<file path="config.mk">
export PLATFORM = sky130hd
export DESIGN_NAME = ddc_nco_hop_sched
export DESIGN_NICKNAME = d
export VERILOG_FILES = /design/src/rtl/ddc_nco_pkg.sv /design/src/rtl/ddc_nco_phase_acc.sv /design/src/rtl/ddc_nco_hop_sched.sv
export SDC_FILE = /design/constraint.sdc
export NUM_CORES = 1
export LEC_CHECK = 0
export ABC_CLOCK_PERIOD_IN_PS = 3400
export BUFFER_PORTS_ARGS = -buffer_cell sky130_fd_sc_hd__buf_2
export CAP_MARGIN = 40
export CORE_ASPECT_RATIO = 2
export CORE_MARGIN = 3
export CORE_UTILIZATION = 45
export CTS_CLUSTER_DIAMETER = 50
export DETAILED_ROUTE_END_ITERATION = 8
export PLACE_DENSITY = 0.69
export SETUP_SLACK_MARGIN = 0.15
export SKIP_LAST_GASP = 1
export SYNTH_ARGS = -nofsm -noshare
export SYNTH_HDL_FRONTEND = slang
export SYNTH_SLANG_ARGS = --single-unit
export TNS_END_PERCENT = 100
</file>
<file path="constraint.sdc">
create_clock -name Clk_20P48 -period 3.4 [get_ports Clk_20P48]
set_clock_uncertainty 0.05 [all_clocks]
set_input_delay 0.85 -clock Clk_20P48 [delete_from_list [all_inputs] [get_ports Clk_20P48]]
set_output_delay 0.85 -clock Clk_20P48 [all_outputs]
set_load 0.05 [all_outputs]
</file>
<file path="src/rtl/ddc_nco_pkg.sv">
// rtl/ddc_nco_pkg.sv - shared widths, scheduler state and hop table entry type for the DDC NCO
package ddc_nco_pkg;

    localparam int FW        = 12;
    localparam int DW        = 16;
    localparam int TBL_DEPTH = 4;
    localparam int IW        = $clog2(TBL_DEPTH);

    typedef enum logic [1:0] {
        IDLE,
        RUN,
        WAIT_WRAP
    } sched_state_t;

    typedef struct packed {
        logic [FW-1:0] freq;
        logic [DW-1:0] dwell;
    } tbl_entry_t;

    // A programmed dwell of zero still occupies one clock.
    function automatic logic [DW-1:0] dwell_min1(input logic [DW-1:0] d);
        return (d == '0) ? DW'(1) : d;
    endfunction

endpackage

</file>
<file path="src/rtl/ddc_nco_phase_acc.sv">
// rtl/ddc_nco_phase_acc.sv - modulo-2^W phase accumulator with registered ROM address and carry-out wrap flag
module ddc_nco_phase_acc #(
    parameter int W = 12
) (
    input  logic         clk,
    input  logic         resetn,
    input  logic         clr,
    input  logic [W-1:0] inc,
    output logic [W-1:0] addr,
    output logic         wrap
);

    logic [W-1:0] acc;
    logic [W:0]   sum;

    // wrap reflects the carry of the addition being committed at the coming edge
    assign sum  = {1'b0, acc} + {1'b0, inc};
    assign wrap = sum[W];

    always_ff @(posedge clk or negedge resetn) begin
        if (!resetn) begin
            acc  <= '0;
            addr <= '0;
        end else begin
            acc  <= clr ? '0 : sum[W-1:0];
            addr <= acc;
        end
    end

endmodule

</file>
<file path="src/rtl/ddc_nco_hop_sched.sv">
// rtl/ddc_nco_hop_sched.sv - frequency-hop table, dwell counter and scheduler FSM driving the NCO phase accumulator
module ddc_nco_hop_sched
    import ddc_nco_pkg::*;
(
    input  logic          Clk_20P48,
    input  logic          resetn,
    input  logic          cfg_we,
    input  logic [IW-1:0] cfg_idx,
    input  logic [FW-1:0] cfg_freq,
    input  logic [DW-1:0] cfg_dwell,
    input  logic [IW-1:0] cfg_last,
    input  logic          phase_align,
    input  logic          start,
    input  logic          stop,
    output logic          busy,
    output logic          hop_strobe,
    output logic [IW-1:0] hop_idx,
    output logic [FW-1:0] NCO_Freq,
    output logic [FW-1:0] NCO_Addr
);

    sched_state_t  state, state_nxt;
    tbl_entry_t    tbl [TBL_DEPTH];
    logic [DW-1:0] dwell_cnt;
    logic [IW-1:0] pend_idx;
    logic [IW-1:0] exp_idx;
    logic [IW-1:0] load_idx;
    logic          load;
    logic          clr_acc;
    logic          arm_wait;
    logic          wrap;

    always_ff @(posedge Clk_20P48 or negedge resetn) begin
        if (!resetn) begin
            state <= IDLE;
        end else begin
            state <= state_nxt;
        end
    end

    // cfg_last is sampled at expiry; an index already past it restarts the sequence
    always_comb begin
        state_nxt = state;
        load      = 1'b0;
        load_idx  = '0;
        clr_acc   = 1'b0;
        arm_wait  = 1'b0;
        exp_idx   = (hop_idx >= cfg_last) ? '0 : hop_idx + 1'b1;
        if (stop) begin
            state_nxt = IDLE;
        end else begin
            case (state)
                IDLE: begin
                    if (start) begin
                        state_nxt = RUN;
                        load      = 1'b1;
                        clr_acc   = 1'b1;
                    end
                end
                RUN: begin
                    if (dwell_cnt <= DW'(1)) begin
                        if (phase_align) begin
                            state_nxt = WAIT_WRAP;
                            arm_wait  = 1'b1;
                        end else begin
                            load     = 1'b1;
                            load_idx = exp_idx;
                        end
                    end
                end
                WAIT_WRAP: begin
                    if (wrap) begin
                        state_nxt = RUN;
                        load      = 1'b1;
                        load_idx  = pend_idx;
                    end
                end
                default: state_nxt = IDLE;
            endcase
        end
    end

    always_ff @(posedge Clk_20P48 or negedge resetn) begin
        if (!resetn) begin
            NCO_Freq   <= '0;
            dwell_cnt  <= '0;
            hop_idx    <= '0;
            hop_strobe <= 1'b0;
            pend_idx   <= '0;
        end else begin
            hop_strobe <= load;
            if (stop) begin
                NCO_Freq <= '0;
            end else if (load) begin
                NCO_Freq  <= tbl[load_idx].freq;
                dwell_cnt <= dwell_min1(tbl[load_idx].dwell);
                hop_idx   <= load_idx;
            end else if (state == RUN) begin
                dwell_cnt <= dwell_cnt - 1'b1;
            end
            if (arm_wait) begin
                pend_idx <= exp_idx;
            end
        end
    end

    // a load in the same cycle as a write to that entry reads the pre-write value
    always_ff @(posedge Clk_20P48 or negedge resetn) begin
        if (!resetn) begin
            for (int i = 0; i < TBL_DEPTH; i++) begin
                tbl[i] <= '0;
            end
        end else if (cfg_we) begin
            tbl[cfg_idx] <= {cfg_freq, cfg_dwell};
        end
    end

    assign busy = (state != IDLE);

    ddc_nco_phase_acc #(
        .W(FW)
    ) u_phase_acc (
        .clk    (Clk_20P48),
        .resetn (resetn),
        .clr    (clr_acc),
        .inc    (NCO_Freq),
        .addr   (NCO_Addr),
        .wrap   (wrap)
    );

endmodule

</file>
==> flow_summary.ini, run 1 <==
[outcome]
status = finished, final reports clean

[final_layout]
mostFrequentLayoutCells = dfrtp_1, mux2_2, nor2_1, buf_4, buf_2
n_antenna_cell = 0
final_cell_area_sq_um = 10400
drive_gt1_share_pct = 35.7
layout_commonest_cell = dfrtp_1
multi_input_area_sq_um = 4100
regArea_sq_um = 4290
area_growth_pct = 21.3
nets = 958
n_fill_cell = 1625

[placement]
placed_area_sq_um = 9660
detailed_place_hpwl_mm = 16.8
finalWeightedCongestion = 0.895
post-place-ws_ns = -0.412
portBuffers = 65

[critical_path]
setup.worst_path.class = reg2reg
arrival_ns = 3.55
end_kind = register
start_kind = register
r2r-start = u_phase_acc.acc[0]
worst-endpoint-required_ns = 3.69
r2r_end = dwell_cnt[0]
rr_worst_depth = 14
crit_top_cell = mux2i_1
crit_slowest_cell = or4_1
crit_chain = ha_4, inv_2, fa_2, nand2b_4, a211oi_4, buf_4, o211ai_1, nand3_4, buf_6, mux2i_1, mux2i_1, or3_1, or4_1, o221ai_2
crit_path_max_incr_delay_ns = 0.54
reg2reg_slack_ns = 0.14
critPathMaxFanout = 7

[yosys]
synthFlopType = dfrtp_1
synth_cells = 771
syn_area_sq_um = 8570
ys_types = 65
synth_edf_count = 0
yosysSeqAreaShare_pct = 49.9
async_reset_ff_share_pct = 100
yosys_register_bits = 171
synth_warnings = 0
synth_nets = 831
syn_avg_cell_area_sq_um = 11.1

[timing]
timing.fmax_mhz = 307
maxSlewViolCount = 0
timing.final.hold_violations = 0
rsz0062_at_grt = true
min_period_ns = 3.26
setup_slack_ns = 0.141
totalNegativeSetupSlack_ns = 0
setup_viol = 0
worst_slew_pin_slew_ns = 0.623
max_slew_margin_pct = 57.4
min_period_over_period_pct = 95.9

[worst_hold_path]
hp-start = u_phase_acc.acc[5]
hold_path_depth = 0
hp-class = reg2reg
holdPathEnd = u_phase_acc.addr[5]

[detailed_routing]
antenna_left = 0
routed_wl_mm = 22.9
first_pass_iters = 4
wire_per_inst_um = 19.7
drtIter0Drc = 327
dr_wl_met2_mm = 12.5
route.detailed.drc = 0
maxUsedRoutingLayer = met4
wl_met1_mm = 7.93
post_drt_via_cell_ratio = 5.64
vias = 6560
wl_met3_um = 721

[floorplan]
initial_core_util_pct = 46.4
die-area_sq_um = 20800
ioPinCount = 66
num_rows = 70
die_w_um = 104
core_area_sq_um = 18500
dieHeight_um = 201

[global_routing]
grt_pass1_wl_mm = 36.4
antenna_found_initial = 0
grt_max_degree = 66
grt_pass1_vias = 7003
grt-ovfl-total = 0
grtUsageTotal_pct = 22.4

[clock_tree]
insertion_delay_ns = 0.43
cts_sinks = 171
h-tree-depth = 4
cts_root_buf = clkbuf_16
cts_tree = yes
clockBufferDepth = 2
numCtsBuffers = 17
path_clk_slew_ns = 0.07

[power]
ir_drop_uv = 361
p_per_area_nw_per_um2 = 708
leakagePower_uw = 0.00467
power.total_uw = 7370

[job]
max_cap_violations = 0
-- critical path: cells and delay by family (launching register included) --
family | cells | cell delay [ns]
AND/OR/NAND/NOR | 4 | 1.21
adder cells (fa/ha/maj) | 2 | 0.48
AO/OA/AOI/OAI | 3 | 0.42
flip-flops | 1 | 0.39
buffers and inverters | 3 | 0.30
multiplexers | 2 | 0.29
-- cell usage after synthesis, types with 3 or more instances --
library cell / count / area, sq um
nand4_1: 4 / 25.0
a22oi_1: 3 / 22.5
inv_1: 19 / 71.3
clkbuf_1: 25 / 93.8
buf_1: 5 / 18.8
nor2_1: 76 / 285
o2111ai_1: 3 / 26.3
a22o_1: 4 / 35.0
or4_1: 3 / 22.5
ha_1: 21 / 263
nor2b_1: 5 / 31.3
a211oi_1: 6 / 45.0
a21o_1: 7 / 52.6
or3_1: 5 / 31.3
o21a_1: 4 / 30.0
nor3_1: 12 / 60.1
o21ai_0: 28 / 140
xnor2_1: 4 / 35.0
nor4_1: 3 / 18.8
and2_1: 6 / 37.5
xor2_1: 4 / 35.0
mux2_2: 120 / 1350
nand3_1: 5 / 25.0
o211ai_1: 6 / 45.0
mux2i_1: 28 / 280
a31oi_1: 7 / 43.8
o221ai_1: 3 / 26.3
buf_6: 4 / 45.0
nand2b_1: 18 / 113
a311o_1: 12 / 120
nand2_1: 60 / 225
dfrtp_1: 171 / 4280
o21bai_1: 3 / 22.5
a21oi_1: 46 / 230
-- kinds of logic (layout without fill, tap and decap cells) --
| logic type | count (synthesis) | in the layout | share of synthesized area (%) |
|---|---|---|---|
| and+or+nand+nor | 209 | 209 | 11.5 |
| DFF | 171 | 171 | 49.9 |
| AOI/OAI and AO/OA | 154 | 155 | 12.2 |
| muxes | 148 | 148 | 19.0 |
| buffers and inverters | 59 | 198 | 3.24 |
| adders and majority gates | 22 | 22 | 3.30 |
| xor gates and xnor gates | 8 | 8 | 0.817 |
-- cell type report --
type	instances	area share, %
clock buffer	18	4.13
clock inverter	14	2.00
inverter	20	0.722
multi-input combinational	542	39.4
sequential	171	41.2
tap	252	3.03
timing repair buffer	146	9.47
-- how the worst max path moves through the flow --
stage          cells past startpoint                from            to  slack, ns
6_report                          14  u_phase_acc.acc[0]  dwell_cnt[0]       0.14
5_1_grt                           13  u_phase_acc.acc[0]  dwell_cnt[0]       0.03
4_1_cts                           14  u_phase_acc.acc[0]  dwell_cnt[0]       0.08
3_5_place_dp                      13         cfg_last[0]  dwell_cnt[0]      -0.41
3_3_place_gp                      12         cfg_last[0]  dwell_cnt[0]      -0.33
2_1_floorplan                     13         NCO_Freq[0]  dwell_cnt[0]       0.05
-- flip-flops by register name, summed over array words and instances (netlist names) --
signal            count
hop_strobe            1
NCO_Freq             12
pend_idx              2
hop_idx               2
u_phase_acc.addr     12
u_phase_acc.acc      12
dwell_cnt            16
tbl                 112
state                 2
-- per-stage QoR --
stage | hold WS [ns] | utilization [%] | std cells
6_report | 0.334 | 56.3 | 1163
5_1_grt | 0.356 | 56.3 | 1163
4_1_cts | 0.336 | 56.0 | 1160
3_5_place_dp | 0.321 | 52.2 | 1123
3_3_place_gp | 0.313 | 52.2 | 1123
2_1_floorplan | 0.307 | - | 771
-- what timing repair did --
| item | in CTS | in global routing |
|---|---|---|
| hold buffers | 0 | 0 |
| resized for setup | 5 | 11 |
| setup endpoints to repair | 5 | 15 |
| buffers inserted | 4 | 3 |
| cloned | 1 | 0 |
| pin swaps | 3 | 1 |
-- metal layers --
metal	vias to the layer above	GRT usage, %
met5	-	0
met4	0	16.5
met3	82	3.05
met2	177	42.1
met1	3276	22.0
li1	3025	-
-- report_power, final --
part	internal, uW	total (uW)	switching (uW)
Combinational	953	2380	1430
Clock	1250	2110	853
Sequential	2540	2880	339
No activity file was read; power rests on OpenSTA's default activity.
==> inputs of run 2 (changes only) <==
Settings changed: ABC_AREA set to 1, CTS_CLUSTER_DIAMETER 50 to 40.
==> run 2 against run 1 <==
Effect of this change: critical path depth rose by 7; register-to-register slack better by 0.31 ns; combinational power down 24%; setup slack improved by 0.31 ns; first-iteration DRC count up 56%; count of clock-buffer cells in the layout up 1; sequential share of layout area increased by 3.2 points; synthesized area decreased by 2.0%; maximum frequency grew 10%; critical endpoint unchanged; largest cell class unchanged; largest power group unchanged; highest routed layer unchanged.
==> flow_summary.ini, run 2 <==
[floorplan]
ioPinCount = 66
dieHeight_um = 199
initial_core_util_pct = 45.9
num_rows = 70
core_area_sq_um = 18300
die-area_sq_um = 20400
die_w_um = 103

[yosys]
synth_top_area_cell = dfrtp_1
post-synth-top-count-cell = nand2_1
synth_nets = 1079
yosysSeqAreaShare_pct = 51.0
synth_warnings = 0
synth_cells = 1019
synth_top_area_share_pct = 51.0
synthFlopType = dfrtp_1
async_reset_ff_share_pct = 100
syn_area_sq_um = 8400
ys_types = 44
synth_edf_count = 0
syn_avg_cell_area_sq_um = 8.24
yosys_register_bits = 171
ys_top_cells_by_count = nand2_1, dfrtp_1, o21ai_0
synth_area_leaders = dfrtp_1, nand2_1, o21ai_0

[timing]
max_slew_margin_pct = 55.1
timing.fmax_mhz = 339
min_period_over_period_pct = 86.8
maxSlewViolCount = 0
hold_slack_ns = 0.331
timing.final.hold_violations = 0
setup_slack_ns = 0.450
totalNegativeSetupSlack_ns = 0
rsz0062_at_grt = false
setup_viol = 0
min_period_ns = 2.95
worst_slew_pin_slew_ns = 0.674

[final_layout]
largest_reg_flops = 112
largestRegisters = tbl: 112 flops, dwell_cnt: 16 flops
multi_input_area_sq_um = 3430
n_fill_cell = 1730
area_growth_pct = 14.9
largest_register = tbl
drive_gt1_share_pct = 13.2
regArea_sq_um = 4280
n_antenna_cell = 0
mostFrequentLayoutCells = nand2_1, dfrtp_1, o21ai_0
nets = 1137
layout_commonest_cell = nand2_1

[detailed_routing]
wire_per_inst_um = 15.7
drtIter0Drc = 509
first_pass_iters = 5
antenna_left = 0
routed_wl_mm = 20.5
route.detailed.drc = 0
vias = 7026
post_drt_via_cell_ratio = 5.38

[critical_path]
crit_buf_inv = 1
worst-endpoint-required_ns = 3.72
reg2reg_slack_ns = 0.45
rr_worst_depth = 21
setup.worst_path.class = reg2reg
crit_chain = ha_1, nand2_1, nand2_1, nand2_1, nand2_1, nand2_1, nand3_2, nand3_1, nand2_2, nand2_2, buf_12, nand2_1, nand3_1, nand2_1, nor2_1, nand2_1, nor2_1, nand2_1, nand2_1, nand2_1, nand2_1
start_kind = register
arrival_ns = 3.27
critPathMaxFanout = 45
crit_path_max_incr_delay_ns = 0.41
crit_top_cell = nand2_1
end_kind = register
r2r_end = dwell_cnt[0]
r2r-start = NCO_Freq[5]
critPathTopFamily = simple AND/OR/NAND/NOR gates
crit_slowest_cell = dfrtp_1
crit_path_start = NCO_Freq[5]

[power]
p_int_uw = 4350
p_sw_uw = 2330
leakagePower_uw = 0.00492
p_per_area_nw_per_um2 = 693
ir_drop_uv = 356
switching_share_pct = 34.9
pwr-share-comb_pct = 27.0
p_seq_share_pct = 41.8
power.total_uw = 6680
p_clk_share_pct = 31.1

[outcome]
status = finished, final reports clean

[clock_tree]
clockBufferDepth = 2
h-tree-depth = 4
cts_sinks = 171
ctsHoldBuffers = 0
numCtsBuffers = 17
path_clk_slew_ns = 0.07
cts_post_setup_buffers_inserted = 0
cts_tree = yes
insertion_delay_ns = 0.43
cts.repair.resized = 0
cts_root_buf = clkbuf_16

[worst_hold_path]
holdPathEnd = u_phase_acc.addr[7]
hp-class = reg2reg
hold_path_depth = 0
hp-start = u_phase_acc.acc[7]

[global_routing]
grt_pass1_wl_mm = 34.4
grtUsageTotal_pct = 21.4
grt-ovfl-total = 0
grt_pass1_vias = 6984
grt_max_degree = 73
antenna_found_initial = 0

[placement]
post-place-ws_ns = 0.273
portBuffers = 65
detailed_place_hpwl_mm = 14.3
finalWeightedCongestion = 0.865

[job]
max_cap_violations = 0
==> run 2: cell count changes after synthesis, sizes merged, moves of 18 or more <==
cell,before,now
a21oi,46,23
inv,19,118
mux2,120,0
mux2i,28,0
nand2,61,245
nand2b,18,0
nand3,6,62
nand3b,2,23
o21ai,30,152
==> run 2: per-layer routing <==
metal	share of wire (%)	track usage (%)	vias to the layer above	routed length [um]
met5	0	0	-	0
met4	3.1	9.39	0	640
met3	3.6	3.21	44	739
met2	54	38.8	193	11100
met1	39	24.2	3369	8030
li1	-	-	3420	-
==> run 2: layout make-up <==
cell class,count,share of cell area [%]
Sequential cell,171,44.4
Multi-Input combinational cell,679,35.6
Timing Repair Buffer,90,6.07
Inverter,118,4.62
Clock buffer,19,4.59
Tap cell,216,2.80
Clock inverter,12,1.93
==> run 2: metrics by stage <==
stage	cell area, sq um	utilization, %	instances
after floorplan	8400	-	1019
after global placement	8970	49.0	1272
after detailed placement	9010	49.2	1274
after CTS	9640	52.7	1305
after global routing	9640	52.7	1305
final	9640	52.7	1305
==> run 2: worst register-to-register path, delay by kind of cell (launching register included) <==
kind,cells,cell delay [ns]
and+or+nand+nor,19,1.85
buffers and inverters,1,0.22
adders and majority gates,1,0.36
DFF,1,0.41
==> run 2: cells by family (layout without fill, tap and decap cells) <==
family | count (synthesis) | after routing | share of synthesized area (%)
XOR/XNOR | 10 | 10 | 1.04
adder cells (fa/ha/maj) | 22 | 22 | 3.37
flip-flops | 171 | 171 | 51.0
AND/OR/NAND/NOR | 428 | 428 | 21.8
buffers and inverters | 169 | 239 | 8.31
AO/OA/AOI/OAI | 219 | 219 | 14.5
==> run 2: power groups by stage <==
stage	sequential [uW]	clock, uW	combinational, uW
after floorplan	3040	0	1080
after global placement	2820	0	1770
after detailed placement	2830	0	1810
after CTS	2790	2110	1820
after global routing	2850	2190	2040
final	2800	2080	1810
==> run 2: how the worst max path moves through the flow <==
stage / to / slack [ns] / cells after the start
global placement: dwell_cnt[0] / 0.28 / 20
detailed placement: dwell_cnt[0] / 0.27 / 20
CTS: NCO_Freq[4] / 0.28 / 15
floorplan: dwell_cnt[0] / 0.49 / 23
finish: dwell_cnt[0] / 0.45 / 21
global route: dwell_cnt[0] / 0.20 / 21
